File: src/rtl/hazard_ctrl_if.sv
// D-stage decode fields into the hazard controller and the stall/forward-select results back.
// Pure wiring bundle: the controller side (slave) is combinational, with no handshake.
interface hazard_ctrl_if;
    logic [4:0] rs_D;
    logic [4:0] rt_D;
    logic [1:0] tuse_rs_D;
    logic [1:0] tuse_rt_D;
    logic [4:0] A3_D;
    logic [1:0] tnew_D;
    logic       md_start_D;
    logic       md_div_D;
    logic       md_use_D;

    logic       stall;
    logic [1:0] MFRSD_sel;
    logic [1:0] MFRTD_sel;
    logic [1:0] MFALUAE_sel;
    logic [1:0] MFALUBE_sel;
    logic [1:0] MFWDD_sel;
    logic       md_busy;

    modport slave (
        input  rs_D, rt_D, tuse_rs_D, tuse_rt_D, A3_D, tnew_D,
        input  md_start_D, md_div_D, md_use_D,
        output stall, MFRSD_sel, MFRTD_sel, MFALUAE_sel, MFALUBE_sel, MFWDD_sel, md_busy
    );

    modport master (
        output rs_D, rt_D, tuse_rs_D, tuse_rt_D, A3_D, tnew_D,
        output md_start_D, md_div_D, md_use_D,
        input  stall, MFRSD_sel, MFRTD_sel, MFALUAE_sel, MFALUBE_sel, MFWDD_sel, md_busy
    );
endinterface

File: src/rtl/hazard_ctrl.sv
// Five-stage MIPS hazard controller: shadow E/M/W write tracking, forward selects and stall; all outputs same-cycle.
// Stall freezes D and bubbles E; HAZARD_MD_EN adds the HI/LO busy counter and its stall term.
module hazard_ctrl #(
    parameter int MULT_CYC = 5,
    parameter int DIV_CYC  = 10
) (
    input  logic         clk,
    input  logic         reset,
    hazard_ctrl_if.slave hz
);
    logic [4:0] rs_E;
    logic [4:0] rt_E;
    logic [4:0] A3_E;
    logic [1:0] tnew_E;
    logic [4:0] rt_M;
    logic [4:0] A3_M;
    logic [1:0] tnew_M;
    logic [4:0] A3_W;

    logic stall_reg;
    logic stall_md;
    logic stall_all;
    logic md_busy_int;

    // A write to $0 never produces a match, which also covers src == 0.
    function automatic logic hit(input logic [4:0] a3, input logic [4:0] src);
        return (a3 != 5'd0) && (a3 == src);
    endfunction

    function automatic logic [1:0] fwd_d(input logic [4:0] src,
                                         input logic [4:0] a3_m, input logic [1:0] tn_m,
                                         input logic [4:0] a3_w);
        if (hit(a3_m, src) && (tn_m == 2'd0))
            return 2'b10;
        else if (hit(a3_w, src))
            return 2'b01;
        else
            return 2'b00;
    endfunction

    function automatic logic [1:0] fwd_e(input logic [4:0] src,
                                         input logic [4:0] a3_m, input logic [1:0] tn_m,
                                         input logic [4:0] a3_w);
        if (hit(a3_m, src) && (tn_m == 2'd0))
            return 2'b11;
        else if (hit(a3_w, src))
            return 2'b10;
        else
            return 2'b00;
    endfunction

    always_comb begin
        stall_reg = 1'b0;
        if (hit(A3_E, hz.rs_D) && (tnew_E > hz.tuse_rs_D)) stall_reg = 1'b1;
        if (hit(A3_M, hz.rs_D) && (tnew_M > hz.tuse_rs_D)) stall_reg = 1'b1;
        if (hit(A3_E, hz.rt_D) && (tnew_E > hz.tuse_rt_D)) stall_reg = 1'b1;
        if (hit(A3_M, hz.rt_D) && (tnew_M > hz.tuse_rt_D)) stall_reg = 1'b1;
    end

    assign stall_all      = stall_reg | stall_md;
    assign hz.stall       = stall_all;
    assign hz.md_busy     = md_busy_int;
    assign hz.MFRSD_sel   = fwd_d(hz.rs_D, A3_M, tnew_M, A3_W);
    assign hz.MFRTD_sel   = fwd_d(hz.rt_D, A3_M, tnew_M, A3_W);
    assign hz.MFALUAE_sel = fwd_e(rs_E, A3_M, tnew_M, A3_W);
    assign hz.MFALUBE_sel = fwd_e(rt_E, A3_M, tnew_M, A3_W);
    assign hz.MFWDD_sel   = hit(A3_W, rt_M) ? 2'b11 : 2'b00;

    always_ff @(posedge clk) begin
        if (reset) begin
            rs_E   <= 5'd0;
            rt_E   <= 5'd0;
            A3_E   <= 5'd0;
            tnew_E <= 2'd0;
            rt_M   <= 5'd0;
            A3_M   <= 5'd0;
            tnew_M <= 2'd0;
            A3_W   <= 5'd0;
        end else begin
            // Bubble carries no sources either, so it can never request a forward.
            if (stall_all) begin
                rs_E   <= 5'd0;
                rt_E   <= 5'd0;
                A3_E   <= 5'd0;
                tnew_E <= 2'd0;
            end else begin
                rs_E   <= hz.rs_D;
                rt_E   <= hz.rt_D;
                A3_E   <= hz.A3_D;
                tnew_E <= hz.tnew_D;
            end
            rt_M   <= rt_E;
            A3_M   <= A3_E;
            tnew_M <= (tnew_E == 2'd0) ? 2'd0 : tnew_E - 2'd1;
            A3_W   <= A3_M;
        end
    end

`ifdef HAZARD_MD_EN
    localparam logic [3:0] MULT_LD = 4'(MULT_CYC);
    localparam logic [3:0] DIV_LD  = 4'(DIV_CYC);

    logic       md_start_E;
    logic       md_div_E;
    logic [3:0] md_cnt;

    always_ff @(posedge clk) begin
        if (reset) begin
            md_start_E <= 1'b0;
            md_div_E   <= 1'b0;
            md_cnt     <= 4'd0;
        end else begin
            md_start_E <= hz.md_start_D & ~stall_all;
            md_div_E   <= hz.md_div_D & ~stall_all;
            if (md_start_E)
                md_cnt <= md_div_E ? DIV_LD : MULT_LD;
            else if (md_cnt != 4'd0)
                md_cnt <= md_cnt - 4'd1;
        end
    end

    // md_use_D covers mult/div too, so a new start can only enter E once the counter is idle.
    always_ff @(posedge clk) begin
        if (!reset && md_start_E)
            assert (md_cnt == 4'd0);
    end

    assign md_busy_int = md_start_E | (md_cnt != 4'd0);
    assign stall_md    = hz.md_use_D & md_busy_int;
`else
    logic unused_md;
    assign unused_md   = ^{hz.md_start_D, hz.md_div_D, hz.md_use_D};
    assign md_busy_int = 1'b0;
    assign stall_md    = 1'b0;
`endif
endmodule
File: src/flat_wrapper.sv
// flat-port wrapper written by rule: the top's interface ports become plain ports
module hazard_ctrl_flat 
#(
    parameter int MULT_CYC = 5,
    parameter int DIV_CYC  = 10
)
  (clk, reset, hz_rs_D, hz_rt_D, hz_tuse_rs_D, hz_tuse_rt_D, hz_A3_D, hz_tnew_D, hz_md_start_D, hz_md_div_D, hz_md_use_D, hz_stall, hz_MFRSD_sel, hz_MFRTD_sel, hz_MFALUAE_sel, hz_MFALUBE_sel, hz_MFWDD_sel, hz_md_busy);
  hazard_ctrl_if hz_i ();
  input  logic clk;
  input  logic reset;
  input wire logic [$bits(hz_i.rs_D)-1:0] hz_rs_D;
  input wire logic [$bits(hz_i.rt_D)-1:0] hz_rt_D;
  input wire logic [$bits(hz_i.tuse_rs_D)-1:0] hz_tuse_rs_D;
  input wire logic [$bits(hz_i.tuse_rt_D)-1:0] hz_tuse_rt_D;
  input wire logic [$bits(hz_i.A3_D)-1:0] hz_A3_D;
  input wire logic [$bits(hz_i.tnew_D)-1:0] hz_tnew_D;
  input wire logic [$bits(hz_i.md_start_D)-1:0] hz_md_start_D;
  input wire logic [$bits(hz_i.md_div_D)-1:0] hz_md_div_D;
  input wire logic [$bits(hz_i.md_use_D)-1:0] hz_md_use_D;
  output wire logic [$bits(hz_i.stall)-1:0] hz_stall;
  output wire logic [$bits(hz_i.MFRSD_sel)-1:0] hz_MFRSD_sel;
  output wire logic [$bits(hz_i.MFRTD_sel)-1:0] hz_MFRTD_sel;
  output wire logic [$bits(hz_i.MFALUAE_sel)-1:0] hz_MFALUAE_sel;
  output wire logic [$bits(hz_i.MFALUBE_sel)-1:0] hz_MFALUBE_sel;
  output wire logic [$bits(hz_i.MFWDD_sel)-1:0] hz_MFWDD_sel;
  output wire logic [$bits(hz_i.md_busy)-1:0] hz_md_busy;
  assign hz_i.rs_D = hz_rs_D;
  assign hz_i.rt_D = hz_rt_D;
  assign hz_i.tuse_rs_D = hz_tuse_rs_D;
  assign hz_i.tuse_rt_D = hz_tuse_rt_D;
  assign hz_i.A3_D = hz_A3_D;
  assign hz_i.tnew_D = hz_tnew_D;
  assign hz_i.md_start_D = hz_md_start_D;
  assign hz_i.md_div_D = hz_md_div_D;
  assign hz_i.md_use_D = hz_md_use_D;
  assign hz_stall = hz_i.stall;
  assign hz_MFRSD_sel = hz_i.MFRSD_sel;
  assign hz_MFRTD_sel = hz_i.MFRTD_sel;
  assign hz_MFALUAE_sel = hz_i.MFALUAE_sel;
  assign hz_MFALUBE_sel = hz_i.MFALUBE_sel;
  assign hz_MFWDD_sel = hz_i.MFWDD_sel;
  assign hz_md_busy = hz_i.md_busy;
  hazard_ctrl #(.MULT_CYC(MULT_CYC), .DIV_CYC(DIV_CYC)) u_core (.clk(clk), .reset(reset), .hz(hz_i));
endmodule
File: config.mk
export PLATFORM = sky130hd
export DESIGN_NAME = hazard_ctrl_flat
export DESIGN_NICKNAME = d
export VERILOG_FILES = /design/src/rtl/hazard_ctrl_if.sv /design/src/rtl/hazard_ctrl.sv /design/src/flat_wrapper.sv
export SDC_FILE = /design/constraint.sdc
export NUM_CORES = 1
export LEC_CHECK = 0
export CAP_MARGIN = 20
export CORE_MARGIN = 3
export CORE_UTILIZATION = 45
export CTS_CLUSTER_DIAMETER = 80
export CTS_CLUSTER_SIZE = 12
export DETAILED_ROUTE_END_ITERATION = 12
export MAX_ROUTING_LAYER = met4
export PLACE_DENSITY_LB_ADDON = 0.15
export SETUP_SLACK_MARGIN = 0.2
export SLEW_MARGIN = 40
export SYNTH_ARGS = -nofsm -noshare
export SYNTH_HDL_FRONTEND = slang
export SYNTH_SLANG_ARGS = --single-unit
File: constraint.sdc
create_clock -name clk -period 2 [get_ports clk]
set_input_delay 0.4 -clock clk [delete_from_list [all_inputs] [get_ports clk]]
set_output_delay 0.4 -clock clk [all_outputs]
set_load 0.02 [all_outputs]
-- After elaboration in Yosys (flattened, before gate mapping)
Cells that the tools add are included.
Widths: inputs -> output; s select.
- mux-type cells: 13
- $lt $le $gt $ge: 4
- reduce and logical (&&, ||, !) cells: 26
- equality and inequality tests: 11
- add/sub/neg operators: 1
- operators by type and width (operator ; number):
    $eq 5x5->1 ; 11
    $logic_and 1x1->1 ; 19
    $reduce_bool 5->1 ; 3
    $mux 2 ; 7
    $gt 2x2->1 ; 4
    $mux 1 ; 6
    $logic_not 2->1 ; 2
    $reduce_or 2->1 ; 2
    $sub 2x1->2 const B ; 1
- register bits: 34
- output and inout bits: 12
- word-level logic and storage cells: 63
- input port bits: 26

-- Depth between registers and ports, before layout
Gate-level depths: netlist (run 1).
- depth after elaboration: 8
- gate-level depth with buffers: 9
- depth with buffers taken out: 7

-- Worst setup path before layout (run 1)
No wires, ideal clock.
- kind: reg2out
- start: reg u_core.A3_M[2]
- end: out hz_MFALUAE_sel[1]
- path buffers: 1
- arrival: 2.165 ns
- cell stages (with the launch flop): 7
- data required time: 1.600 ns
- slack: -0.565 ns
- cells stage by stage: dfxtp_1 -> buf_2 -> or4_4 -> nor2_4 -> or3_2 -> nor4_1 -> a41o_1
- longest elaborated chain between the ends: 4
- elaborated cells on any way between the ends: 5
- classes of those cells: 1 x eq/ne; 1 x mux; 3 x reduce/logical
- ends and longest elaborated chain (item ; RTL line ; source):
    start, declared ; hazard_ctrl.sv:16 ; logic [4:0] A3_M;
    start signal, assigned ; hazard_ctrl.sv:76 ; A3_M <= 5'd0;
    start signal, assigned ; hazard_ctrl.sv:93 ; A3_M <= A3_E;
    $eq 5x5->1 / $reduce_bool 5->1 (equally long branches) ; hazard_ctrl.sv:27 ; return (a3 != 5'd0) && (a3 == src);
    $logic_and 1x1->1 (*) ; hazard_ctrl.sv:27 ;
    $logic_and 1x1->1 (*) ; hazard_ctrl.sv:44 ; if (hit(a3_m, src) && (tn_m == 2'd0))
    $mux 2 (*) ; hazard_ctrl.sv:44 ;
    end, declared ; flat_wrapper.sv:23 ; output wire logic [$bits(hz_i.MFALUAE_sel)-1:0] hz_MFALUAE_sel;
Mark *: on every way between the ends. The rest lies on a longest branch, timed or not.

-- Worst setup path after layout (run 1)
- start: reg u_core.A3_M[0]
- end: out hz_stall
- longest elaborated chain between the ends: 6
- elaborated cells on any way between the ends: 10
- classes of those cells: 2 x eq/ne; 3 x mux; 5 x reduce/logical
- ends and longest elaborated chain (item ; RTL line ; source):
    $eq 5x5->1 / $reduce_bool 5->1 (equally long branches) ; hazard_ctrl.sv:27 ;
    $logic_and 1x1->1 ; hazard_ctrl.sv:27 ;
    $logic_and 1x1->1 ; hazard_ctrl.sv:55 ; if (hit(A3_M, hz.rs_D) && (tnew_M > hz.tuse_rs_D)) stall_reg = 1'b1;
    $mux 1 ; hazard_ctrl.sv:55 ;
    $mux 1 ; hazard_ctrl.sv:56 ; if (hit(A3_E, hz.rt_D) && (tnew_E > hz.tuse_rt_D)) stall_reg = 1'b1;
    $mux 1 (*) ; hazard_ctrl.sv:57 ; if (hit(A3_M, hz.rt_D) && (tnew_M > hz.tuse_rt_D)) stall_reg = 1'b1;
    end, declared ; flat_wrapper.sv:20 ; output wire logic [$bits(hz_i.stall)-1:0] hz_stall;
Marked as above.

==> results of run 1 <==
[synth_stat cells, drive strengths merged]
master	count	area [um2]
xor2	31	272
nor4b	17	246
clkbuf	7	26.3
a21oi	4	20.0
nand3	5	25.0
nor2	4	22.5
or2	1	6.26
nor2b	15	93.8
conb	1	3.75
ha	9	113
o22a	1	8.76
nand4	2	12.5
a31o	1	8.76
inv	9	33.8
a41o	1	10.0
dfxtp	34	681
buf	11	95.1
nand2	2	7.51
xnor2	24	210
or4	5	41.3
o22ai	1	20.0
nor4	8	50.1
or3	1	7.51
nor3	5	25.0
a211o	2	20.0
[timing repair]
action / in CTS / in global routing
endpoints found under the setup margin: 28 / 28
cloned: 2 / 1
gates resized for setup: 122 / 34
setup buffers: 5 / 3
pin swaps: 24 / 8
[worst max-delay path, delay by kind of cell, from the launching register on]
kind                   cells  cell delay, ps
AO/OA/AOI/OAI              2             190
buffers and inverters      2             260
flip-flops                 1             320
AND/OR/NAND/NOR            3             900
[routing by layer]
layer | GRT usage | wire (um) | vias to the layer above
li1 | - | - | 832
met1 | 0.296 | 2650 | 861
met2 | 0.373 | 2970 | 46
met3 | 0.0547 | 287 | 15
met4 | 0.0684 | 141 | 0
met5 | - | 0 | -
[sequential cells by signal, indices dropped and copies added, names as in the netlist]
register	cells
u_core.A3_E	5
u_core.tnew_M	2
u_core.rt_E	5
u_core.rt_M	5
u_core.A3_M	5
u_core.rs_E	5
u_core.tnew_E	2
u_core.A3_W	5
[stage by stage]
step | utilization | hold WS (ps)
6_report | 0.798 | 424
5_1_grt | 0.798 | 407
4_1_cts | 0.744 | 504
3_5_place_dp | 0.649 | 504
3_3_place_gp | 0.649 | 501
2_1_floorplan | - | 400
[area by class of cell]
| class | count | area (um2) | area share |
|---|---|---|---|
| multi-input combinational | 140 | 1620 | 0.484 |
| timing repair buffer | 87 | 841 | 0.251 |
| sequential | 34 | 696 | 0.208 |
| clock buffer | 6 | 82.6 | 0.0246 |
| tap | 50 | 62.6 | 0.0187 |
| inverter | 9 | 36.3 | 0.0108 |
| clock inverter | 2 | 12.5 | 0.00373 |
[kinds of logic (layout without fill, tap and decap cells)]
kind of cell    after synthesis  in the layout
compound gates               10             10
other cells                   1              1
fa+ha+maj                     9              9
simple gates                 65             65
buf+inv                      27            104
flops                        34             34
xor+xnor                     55             55
[worst paths after layout]
kind | depth (start not counted) | endpoint | slack [ps] | start
setup / recovery | 7 | hz_stall | -350 | u_core.A3_M[0]
hold / removal | 2 | u_core.rt_E[2] | 420 | hz_rt_D[2]
setup reg to reg | 8 | u_core.rs_E[4] | -30 | u_core.A3_M[0]
hold reg to reg | 1 | u_core.rt_M[4] | 520 | u_core.rt_E[4]
[where the power goes]
group          internal (mW)  switching (mW)
sequential             0.714          0.0363
combinational          0.298           0.253
clock                  0.277           0.253
total                   1.29           0.542
==> metrics.log, run 1 <==
[metrics] kind of start point of the critical path: register
[metrics] most frequent cells in the layout: sky130_fd_sc_hd__buf_4 (43), sky130_fd_sc_hd__xor2_1 (30), sky130_fd_sc_hd__dfxtp_1 (24)
[metrics] fraction of layout instances using a drive strength above 1: 0.504
[metrics] Clk Tree Root Cell: sky130_fd_sc_hd__clkbuf_8
[metrics] total number of vias: 1754
[metrics] final instance area: 3350 um2
[metrics] dpl cells: 309
[metrics] wire length of the first global-routing pass: 9.32 mm
[metrics] initial antenna violation count: 0
[metrics] die boundary height: 73.7 um
[metrics] failing checks: setup timing
[metrics] Worst IR Drop VDD: 415 uV
[metrics] number of optimization iterations in the first detailed-route pass: 4
[metrics] path category of the worst min-delay check: primary input to register
[metrics] critical path data arrival time: 1950 ps
[metrics] synthesis-to-layout area growth: 62.8%
[metrics] share of synthesized cell area in full adder, half adder and majority cells: 0.0547
[metrics] Seq/Total Area, Yosys: 0.330
[metrics] routed wire length: 6.05 mm
[metrics] outcome: finished, violations left
[metrics] worst-case clock buffer depth: 2
[metrics] required time reported for the critical path endpoint: 1600 ps
[metrics] number of cells produced by synthesis: 201
[metrics] total gr overflow: 0
[metrics] total number of clock tree sinks: 34
[metrics] number of distinct standard cells referenced by the synthesized netlist: 33
[metrics] combinational family with the most area after synthesis: simple AND/OR/NAND/NOR gates
[metrics] Post-DP HPWL: 4.04 mm
[metrics] period utilization: 1.17
[metrics] library cell contributing the largest single delay on the critical path: sky130_fd_sc_hd__or4_4
[metrics] netlist area before placement: 2060 um2
[metrics] global routing usage summed across all routing layers: 0.234
[metrics] worst slack, placed: -981 ps
[metrics] DRC marker count from the first detailed-route iteration: 46
[metrics] total power per unit cell area: 546 nW/um2
[metrics] DRC violation count after routing: 0
[metrics] leakage component of the power: 1.43 nW
[metrics] post-route insts no fill: 328
[metrics] number of violations of the max-capacitance limit: 0
[metrics] number of storage elements in the synthesis netlist: 34
[metrics] yosys synthesis warning count: 0
[metrics] time the final worst path needs with I/O delays and setup: 2350 ps
[metrics] floorplan die area: 5420 um2
[metrics] largest fanout on the critical path: 2
[metrics] RSZ-0062 raised after global routing: true
[metrics] most common cell after layout, fill and taps aside: sky130_fd_sc_hd__buf_4
[metrics] Row Count: 23
[metrics] top achievable clock speed: 426 MHz
[metrics] antenna-violating nets left: 0
[metrics] Post-DP Area: 2730 um2
[metrics] critical path type: register to output pin
[metrics] number of endpoints with negative hold slack in the final report: 0
[metrics] IO Port Bufs: 33
[metrics] number of fillers in the final layout: 253
[metrics] fraction of synthesized area in multiplexers: 0
[metrics] Std-Cell Core Area: 4200 um2
[metrics] Clock Skew: 2.32 ps
[metrics] Syn Area/Cell: 10.2 um2
[metrics] Final Setup Violations: 14
[metrics] Clk Latency, worst-skew pair: 280 ps
[metrics] Diodes inserted: 0
[metrics] CP Cell Sequence: or4_4 -> nor2_4 -> buf_4 -> a211o_4 -> o22ai_4 -> or2_4 -> buf_6
[metrics] detail-routed via count per cell: 5.35
[metrics] CP peak stage delay: 530 ps
[metrics] # nets final: 312
[metrics] least setup slack across all paths after layout: -347 ps
[metrics] number of buffers created by CTS: 5
[metrics] Final Wtd Congestion: 0.974
[metrics] CTS Hold Buffers Added: 0
[metrics] compound-cell area share of the yosys netlist: 0.0425
[metrics] setup tns final: -2220 ps
[metrics] post-synthesis xor/xnor area fraction: 0.234
[metrics] Worst setup EP type: output pin
[metrics] TritonCTS clock tree: built
[metrics] clock-pin slew on the worst setup and hold paths: 70 ps
[metrics] H-Tree Level Count: 2
[metrics] Post-Syn Nets: 236
[metrics] Design Power: 1.83 mW
[metrics] starting utilization of the core area: 0.490
[metrics] routed length per placed instance: 18.5 um
[metrics] pin count of the biggest net entering global routing: 21
[metrics] Synth Area in Simple Gates: 0.261
[metrics] number of primary I/O pins: 38
[metrics] horizontal extent of the die: 73.7 um
[metrics] Final Max Tran Viols: 0
[metrics] via count of the first global-routing pass: 1853
Note: power is estimated with default switching activity, not from simulation.
==> run 2: changes to the inputs <==
--- a/config.mk
+++ b/config.mk
@@ -5,12 +5,14 @@
 export SDC_FILE = /design/constraint.sdc
 export NUM_CORES = 1
 export LEC_CHECK = 0
+export ABC_CLOCK_PERIOD_IN_PS = 3000
 export CAP_MARGIN = 20
 export CORE_MARGIN = 3
 export CORE_UTILIZATION = 45
 export CTS_CLUSTER_DIAMETER = 80
 export CTS_CLUSTER_SIZE = 12
 export DETAILED_ROUTE_END_ITERATION = 12
+export HOLD_SLACK_MARGIN = 0.06
 export MAX_ROUTING_LAYER = met4
 export PLACE_DENSITY_LB_ADDON = 0.15
 export SETUP_SLACK_MARGIN = 0.2
==> constraint.sdc (replaced) <==
create_clock -name clk -period 3 [get_ports clk]
set_input_delay 0.6 -clock clk [delete_from_list [all_inputs] [get_ports clk]]
set_output_delay 0.6 -clock clk [all_outputs]
set_load 0.02 [all_outputs]
==> run 2 against run 1 <==
The run now ends clean. Sequential cell count stayed put. Wire length is 19% lower. Hold slack better by 31 ps. Largest power group unchanged.
==> metrics.log, run 2 (synthesis gave the netlist of run 1 again) <==
[metrics] RSZ-0062 raised after global routing: true
[metrics] CP Cell Sequence: clkdlybuf4s50_1 -> inv_1 -> ha_1 -> a211o_2 -> o22ai_4 -> or2_4 -> buf_6
[metrics] detail-routed via count per cell: 5.25 (-1.9%)
[metrics] final instance area: 2680 um2 (-20%)
[metrics] CP peak stage delay: 450 ps (-80 ps)
[metrics] starting utilization of the core area: 0.490 (unchanged)
[metrics] IO Port Bufs: 33 (unchanged)
[metrics] CTS Hold Buffers Added: 0 (unchanged)
[metrics] Clk Tree Root Cell: sky130_fd_sc_hd__clkbuf_8
[metrics] initial antenna violation count: 0 (unchanged)
[metrics] top achievable clock speed: 357 MHz
[metrics] total number of clock tree sinks: 34 (unchanged)
[metrics] DRC marker count from the first detailed-route iteration: 67 (+46%)
[metrics] number of fillers in the final layout: 351 (+39%)
[metrics] largest fanout on the critical path: 2 (unchanged)
[metrics] clock-pin slew on the worst setup and hold paths: 70 ps (about the same)
[metrics] worst rel slew slack: 0.549
[metrics] post-route insts no fill: 298 (-9.1%)
[metrics] routed length per placed instance: 16.4 um (-11%)
[metrics] time the final worst path needs with I/O delays and setup: 2800 ps
[metrics] setup tns final: 0 ps (+2220 ps)
[metrics] area occupied by registers: 681 um2 (-2.2%)
[metrics] number of endpoints with negative hold slack in the final report: 0 (unchanged)
[metrics] worst-case clock buffer depth: 2 (unchanged)
[metrics] antenna-violating nets left: 0 (unchanged)
[metrics] pin count of the biggest net entering global routing: 20 (-4.8%)
[metrics] wire length of the first global-routing pass: 7.56 mm (-19%)
[metrics] Final Max Tran Viols: 0 (unchanged)
[metrics] total gr overflow: 0 (unchanged)
[metrics] outcome: finished, final reports clean
[metrics] source of the worst register-to-register timing path: u_core.A3_M[3]
[metrics] count of buffer and inverter cells on the critical path: 3 (+1)
[metrics] TritonCTS clock tree: built
[metrics] critical path type: primary input to output pin
[metrics] synthesis-to-layout area growth: 30.1%
[metrics] global routing usage summed across all routing layers: 0.192 (-0.0426)
[metrics] met3 wire length: 285 um (-0.70%)
[metrics] routed wire length: 4.90 mm (-19%)
[metrics] Post-DP HPWL: 3.78 mm (-6.6%)
[metrics] library cell contributing the largest single delay on the critical path: sky130_fd_sc_hd__clkdlybuf4s50_1
[metrics] dpl cells: 290 (-6.1%)
[metrics] leakage component of the power: 1.15 nW (-20%)
[metrics] Std-Cell Core Area: 4200 um2 (unchanged)
[metrics] Design Power: 1.09 mW (-40%)
[metrics] horizontal extent of the die: 73.7 um (unchanged)
[metrics] multi-input logic area: 1330 um2 (-18%)
[metrics] Final Setup Violations: 0 (-14)
[metrics] H-Tree Level Count: 2 (unchanged)
[metrics] crit path capture: hz_stall
[metrics] Worst IR Drop VDD: 260 uV (-37%)
[metrics] Worst Setup SP: hz_tuse_rt_D[1]
[metrics] # nets final: 282 (-9.6%)
[metrics] fraction of layout instances using a drive strength above 1: 0.290 (-0.213)
[metrics] Clk Latency, worst-skew pair: 290 ps (about the same)
[metrics] number of optimization iterations in the first detailed-route pass: 4 (unchanged)
[metrics] worst hold stages: 1 (-1)
[metrics] Final Wtd Congestion: 0.947 (-2.8%)
[metrics] period utilization: 0.934
[metrics] Clock Skew: 6.85 ps (+4.53 ps)
[metrics] total number of vias: 1564 (-11%)
[metrics] number of primary I/O pins: 38 (unchanged)
[metrics] met2 WL: 2.33 mm (-22%)
[metrics] stages on the worst setup path: 7 (unchanged)
[metrics] path category of the worst min-delay check: register to register
[metrics] die boundary height: 73.7 um (unchanged)
[metrics] routed length on met1: 2.23 mm (-16%)
[metrics] Worst setup EP type: output pin
[metrics] Post-DP Area: 2510 um2 (-8.0%)
[metrics] count of cells along the worst register-to-register path: 7 (-1)
[metrics] number of violations of the max-capacitance limit: 0 (unchanged)
[metrics] most common cell after layout, fill and taps aside: sky130_fd_sc_hd__dfxtp_1
[metrics] required time reported for the critical path endpoint: 2400 ps (+800 ps)
[metrics] number of buffers created by CTS: 5 (unchanged)
[metrics] Diodes inserted: 0 (unchanged)
[metrics] Row Count: 23 (unchanged)
[metrics] post-CTS setup buffers: 0 (-5)
[metrics] DRC violation count after routing: 0 (unchanged)
[metrics] R2R Path End: u_core.rs_E[2]
[metrics] total power per unit cell area: 407 nW/um2 (-26%)
[metrics] most frequent cells in the layout: sky130_fd_sc_hd__dfxtp_1 (34), sky130_fd_sc_hd__xor2_1 (31), sky130_fd_sc_hd__xnor2_1 (24), sky130_fd_sc_hd__buf_4 (24), sky130_fd_sc_hd__clkdlybuf4s50_1 (17)
[metrics] critical path data arrival time: 2200 ps (+250 ps)
[metrics] cell family contributing the most delay on the critical path: buffers and inverters
[metrics] worst setup slack for register-to-register paths: 1070 ps (+1100 ps)
[metrics] floorplan die area: 5420 um2 (unchanged)
[metrics] highest metal layer used by the detailed router: met4
[metrics] final-layout worst hold slack: 455 ps (+31.1 ps)
[metrics] kind of start point of the critical path: primary input
[metrics] transition time at the pin with the least slew margin: 675 ps
[metrics] via count of the first global-routing pass: 1543 (-17%)
-- run 2: cell count changes in the layout (fill, tap and decap cells not counted), sizes merged, moves of 2 or more --
cell           change
clkdlybuf4s15      -3
buf               -37
dlygate4sd2        -3
clkdlybuf4s50      +9
dlymetal6s2s       +3
clkbuf             +2
-- run 2: layout make-up --
cell class	instances	share of cell area
flip-flops and latches	34	0.254
multi-input cells	140	0.496
inverters	9	0.0126
repair buffers	57	0.182
clock buffers	6	0.0271
well taps	50	0.0233
clock inverters	2	0.00514
-- run 2: report_power, final --
part | switching, mW | internal (mW) | total [mW]
clock network | 0.164 | 0.163 | 0.328
logic | 0.129 | 0.136 | 0.265
registers | 0.0222 | 0.475 | 0.498
total | 0.315 | 0.775 | 1.09
-- run 2: through the flow --
| stage | util | setup WS (ps) |
|---|---|---|
| floorplan | - | 235 |
| global placement | 0.598 | -372 |
| detailed placement | 0.598 | -377 |
| CTS | 0.621 | 128 |
| global route | 0.638 | 138 |
| finish | 0.638 | 199 |
-- run 2: how the worst min path moves through the flow --
stage	start	endpoint	slack, ps
global placement	u_core.tnew_E[0]	u_core.tnew_M[0]	420
detailed placement	u_core.tnew_E[0]	u_core.tnew_M[0]	440
CTS	u_core.tnew_E[0]	u_core.tnew_M[0]	460
finish	u_core.tnew_E[0]	u_core.tnew_M[0]	450
floorplan	u_core.tnew_E[0]	u_core.tnew_M[0]	400
global route	u_core.tnew_E[0]	u_core.tnew_M[0]	470
-- run 2: layer usage --
metal,vias to the layer above,track usage
met2,43,0.281
met3,7,0.0492
met5,-,-
met1,743,0.260
met4,0,0.0543
li1,771,-
-- run 2: timing repair --
item / in CTS / in global routing
pin swaps: 3 / 7
resized for setup: 35 / 20
setup endpoints to repair: 9 / 9
==> run 3: changes to the inputs <==
==> constraint.sdc (replaced) <==
create_clock -name clk -period 3 [get_ports clk]
set_input_delay 0.6 -clock clk [delete_from_list [all_inputs] [get_ports clk]]
set_output_delay 0.6 -clock clk [all_outputs]
set_load 0.005 [all_outputs]
==> run 3 against run 2 <==
Hold slack lost 18 ps. Count of clock-buffer cells in the layout shrank 1. Die area unchanged. Via count up 0.51%. Final area is 4.9% higher. First-iteration DRC count grew 78%. Power grew 17%. Clock power up 55%. Sequential cell count is the same. Highest routed layer unchanged.
==> metrics.log, run 3 (synthesis gave the netlist of run 1 again) <==
[metrics] setup tns final: 0 ps (unchanged)
[metrics] period utilization: 0.918 (-0.0157)
[metrics] pin count of the biggest net entering global routing: 20 (unchanged)
[metrics] floorplan die area: 5420 um2 (unchanged)
[metrics] detail-routed via count per cell: 5.21 (-0.82%)
[metrics] library cell contributing the largest single delay on the critical path: sky130_fd_sc_hd__clkdlybuf4s50_1
[metrics] IO Port Bufs: 33 (unchanged)
[metrics] leakage component of the power: 1.21 nW (+5.5%)
[metrics] initial antenna violation count: 0 (unchanged)
[metrics] routed wire length: 4.96 mm (+1.3%)
[metrics] wire length of the first global-routing pass: 8.10 mm (+7.1%)
[metrics] critical path data arrival time: 2150 ps (-50 ps)
[metrics] clock-pin slew on the worst setup and hold paths: 70 ps (about the same)
[metrics] transition time at the pin with the least slew margin: 643 ps (-31.8 ps)
[metrics] Worst setup EP type: output pin
[metrics] via count of the first global-routing pass: 1658 (+7.5%)
[metrics] DRC violation count after routing: 0 (unchanged)
[metrics] Diodes inserted: 0 (unchanged)
[metrics] Clk Latency, worst-skew pair: 290 ps (about the same)
[metrics] kind of start point of the critical path: primary input
[metrics] routed length per placed instance: 16.4 um (about the same)
[metrics] top achievable clock speed: 363 MHz (+1.7%)
[metrics] required time reported for the critical path endpoint: 2400 ps (about the same)
[metrics] number of endpoints with negative hold slack in the final report: 0 (unchanged)
[metrics] cell family contributing the most delay on the critical path: buffers and inverters
[metrics] worst-case clock buffer depth: 2 (unchanged)
[metrics] time the final worst path needs with I/O delays and setup: 2750 ps (-47.1 ps)
[metrics] H-Tree Level Count: 2 (unchanged)
[metrics] Layout Utilization: 0.669 (+0.0310)
[metrics] number of primary I/O pins: 38 (unchanged)
[metrics] worst rel slew slack: 0.570 (+0.0213)
[metrics] Final Max Tran Viols: 0 (unchanged)
[metrics] CP peak stage delay: 480 ps (+30 ps)
[metrics] Post-DP Area: 2470 um2 (-1.5%)
[metrics] most common cell after layout, fill and taps aside: sky130_fd_sc_hd__xor2_1
[metrics] Final Setup Violations: 0 (unchanged)
[metrics] starting utilization of the core area: 0.490 (unchanged)
[metrics] total gr overflow: 0 (unchanged)
[metrics] Row Count: 23 (unchanged)
[metrics] number of buffers created by CTS: 5 (unchanged)
[metrics] # nets final: 286 (+1.4%)
[metrics] synthesis-to-layout area growth: 36.5%
[metrics] horizontal extent of the die: 73.7 um (unchanged)
[metrics] most frequent cells in the layout: sky130_fd_sc_hd__xor2_1 (31), sky130_fd_sc_hd__dfxtp_1 (29), sky130_fd_sc_hd__buf_4 (27)
[metrics] critical path type: primary input to output pin
[metrics] largest fanout on the critical path: 4 (+2)
[metrics] total number of vias: 1572 (+0.51%)
[metrics] count of buffer and inverter cells on the critical path: 3 (unchanged)
[metrics] fraction of layout instances using a drive strength above 1: 0.321 (+0.0311)
[metrics] antenna-violating nets left: 0 (unchanged)
[metrics] Post-DP HPWL: 3.71 mm (-1.9%)
[metrics] post-route insts no fill: 302 (+1.3%)
[metrics] global routing usage summed across all routing layers: 0.203 (+0.0115)
[metrics] final instance area: 2810 um2 (+4.9%)
[metrics] die boundary height: 73.7 um (unchanged)
[metrics] Worst IR Drop VDD: 323 uV (+24%)
[metrics] number of violations of the max-capacitance limit: 0 (unchanged)
[metrics] total number of clock tree sinks: 34 (unchanged)
[metrics] Final Wtd Congestion: 0.917 (-3.1%)
[metrics] DRC marker count from the first detailed-route iteration: 119 (+78%)
[metrics] number of optimization iterations in the first detailed-route pass: 4 (unchanged)
[metrics] RSZ-0062 raised after global routing: false
[metrics] Clock Skew: 5.42 ps (-1.43 ps)
[metrics] Clk Tree Root Cell: sky130_fd_sc_hd__clkbuf_8
[metrics] total power per unit cell area: 455 nW/um2 (+12%)
[metrics] outcome: finished, final reports clean
[metrics] CP Cell Sequence: clkdlybuf4s15_1 -> xor2_1 -> nor3_2 -> nand3_1 -> nor2_2 -> buf_4 -> clkdlybuf4s50_1
[metrics] dpl cells: 285 (-1.7%)
[metrics] path category of the worst min-delay check: register to register
[metrics] TritonCTS clock tree: built
[metrics] final-layout worst hold slack: 437 ps (-17.6 ps)
[metrics] Std-Cell Core Area: 4200 um2 (unchanged)
==> run 3: cell types whose count changed in the layout (fill, tap and decap cells not counted), sizes merged <==
cell,previous run,this run
clkinv,2,1
buf,27,29
clkdlybuf4s50,17,14
bufinv,0,2
clkdlybuf4s15,1,2
dlygate4sd2,6,10
clkbuf,9,7
dlymetal6s2s,3,4
==> run 3: what timing repair did <==
item                                    CTS  global route
endpoints found under the setup margin    9             5
setup buffers                             8             1
gates resized for setup                  36            22
hold buffers                              0             0
pin swaps                                16            14
==> run 3: worst reg2reg max path, cell delays in order, from the launching register on <==
cell                      delay [ps]
sky130_fd_sc_hd__dfxtp_2         330
sky130_fd_sc_hd__buf_4           120
sky130_fd_sc_hd__buf_4           150
sky130_fd_sc_hd__xor2_1          170
sky130_fd_sc_hd__nor3_2          220
sky130_fd_sc_hd__nand3_2         110
sky130_fd_sc_hd__buf_4           150
sky130_fd_sc_hd__buf_4           130
sky130_fd_sc_hd__o22ai_4         190
sky130_fd_sc_hd__buf_4           320
sky130_fd_sc_hd__nor4b_1         110
==> run 3: path summary, 6_finish.rpt <==
check,from,end,slack [ps],cells after the start
setup / recovery,hz_rt_D[3],hz_MFRTD_sel[1],250,7
hold / removal,u_core.tnew_E[0],u_core.tnew_M[0],440,1
setup reg to reg,u_core.A3_M[2],u_core.rt_E[2],860,10
hold reg to reg,u_core.tnew_E[0],u_core.tnew_M[0],440,1
==> run 3: layout make-up <==
class | count | area, um2
clock inverters | 3 | 68.8
well taps | 50 | 62.6
inverters | 9 | 33.8
multi-input cells | 140 | 1350
repair buffers | 61 | 542
flip-flops and latches | 34 | 689
clock buffers | 5 | 68.8
fillers | 336 | 1390
==> run 3: metrics by stage <==
step	setup slack (ps)	power, mW
global placement	-269	0.735
finish	246	1.28
global route	173	1.33
CTS	1.91	1.27
floorplan	628	0.647
detailed placement	-352	0.741
==> run 3: where the power goes <==
| part | total (mW) | internal, mW | switching [mW] |
|---|---|---|---|
| combinational | 0.270 | 0.148 | 0.123 |
| sequential | 0.500 | 0.475 | 0.0245 |
| clock | 0.508 | 0.333 | 0.175 |
==> run 3: metal layers <==
layer	global-route usage	wire (um)
met3	0.0520	225
met2	0.308	2330
met5	-	0
met4	0.0644	85
met1	0.265	2320
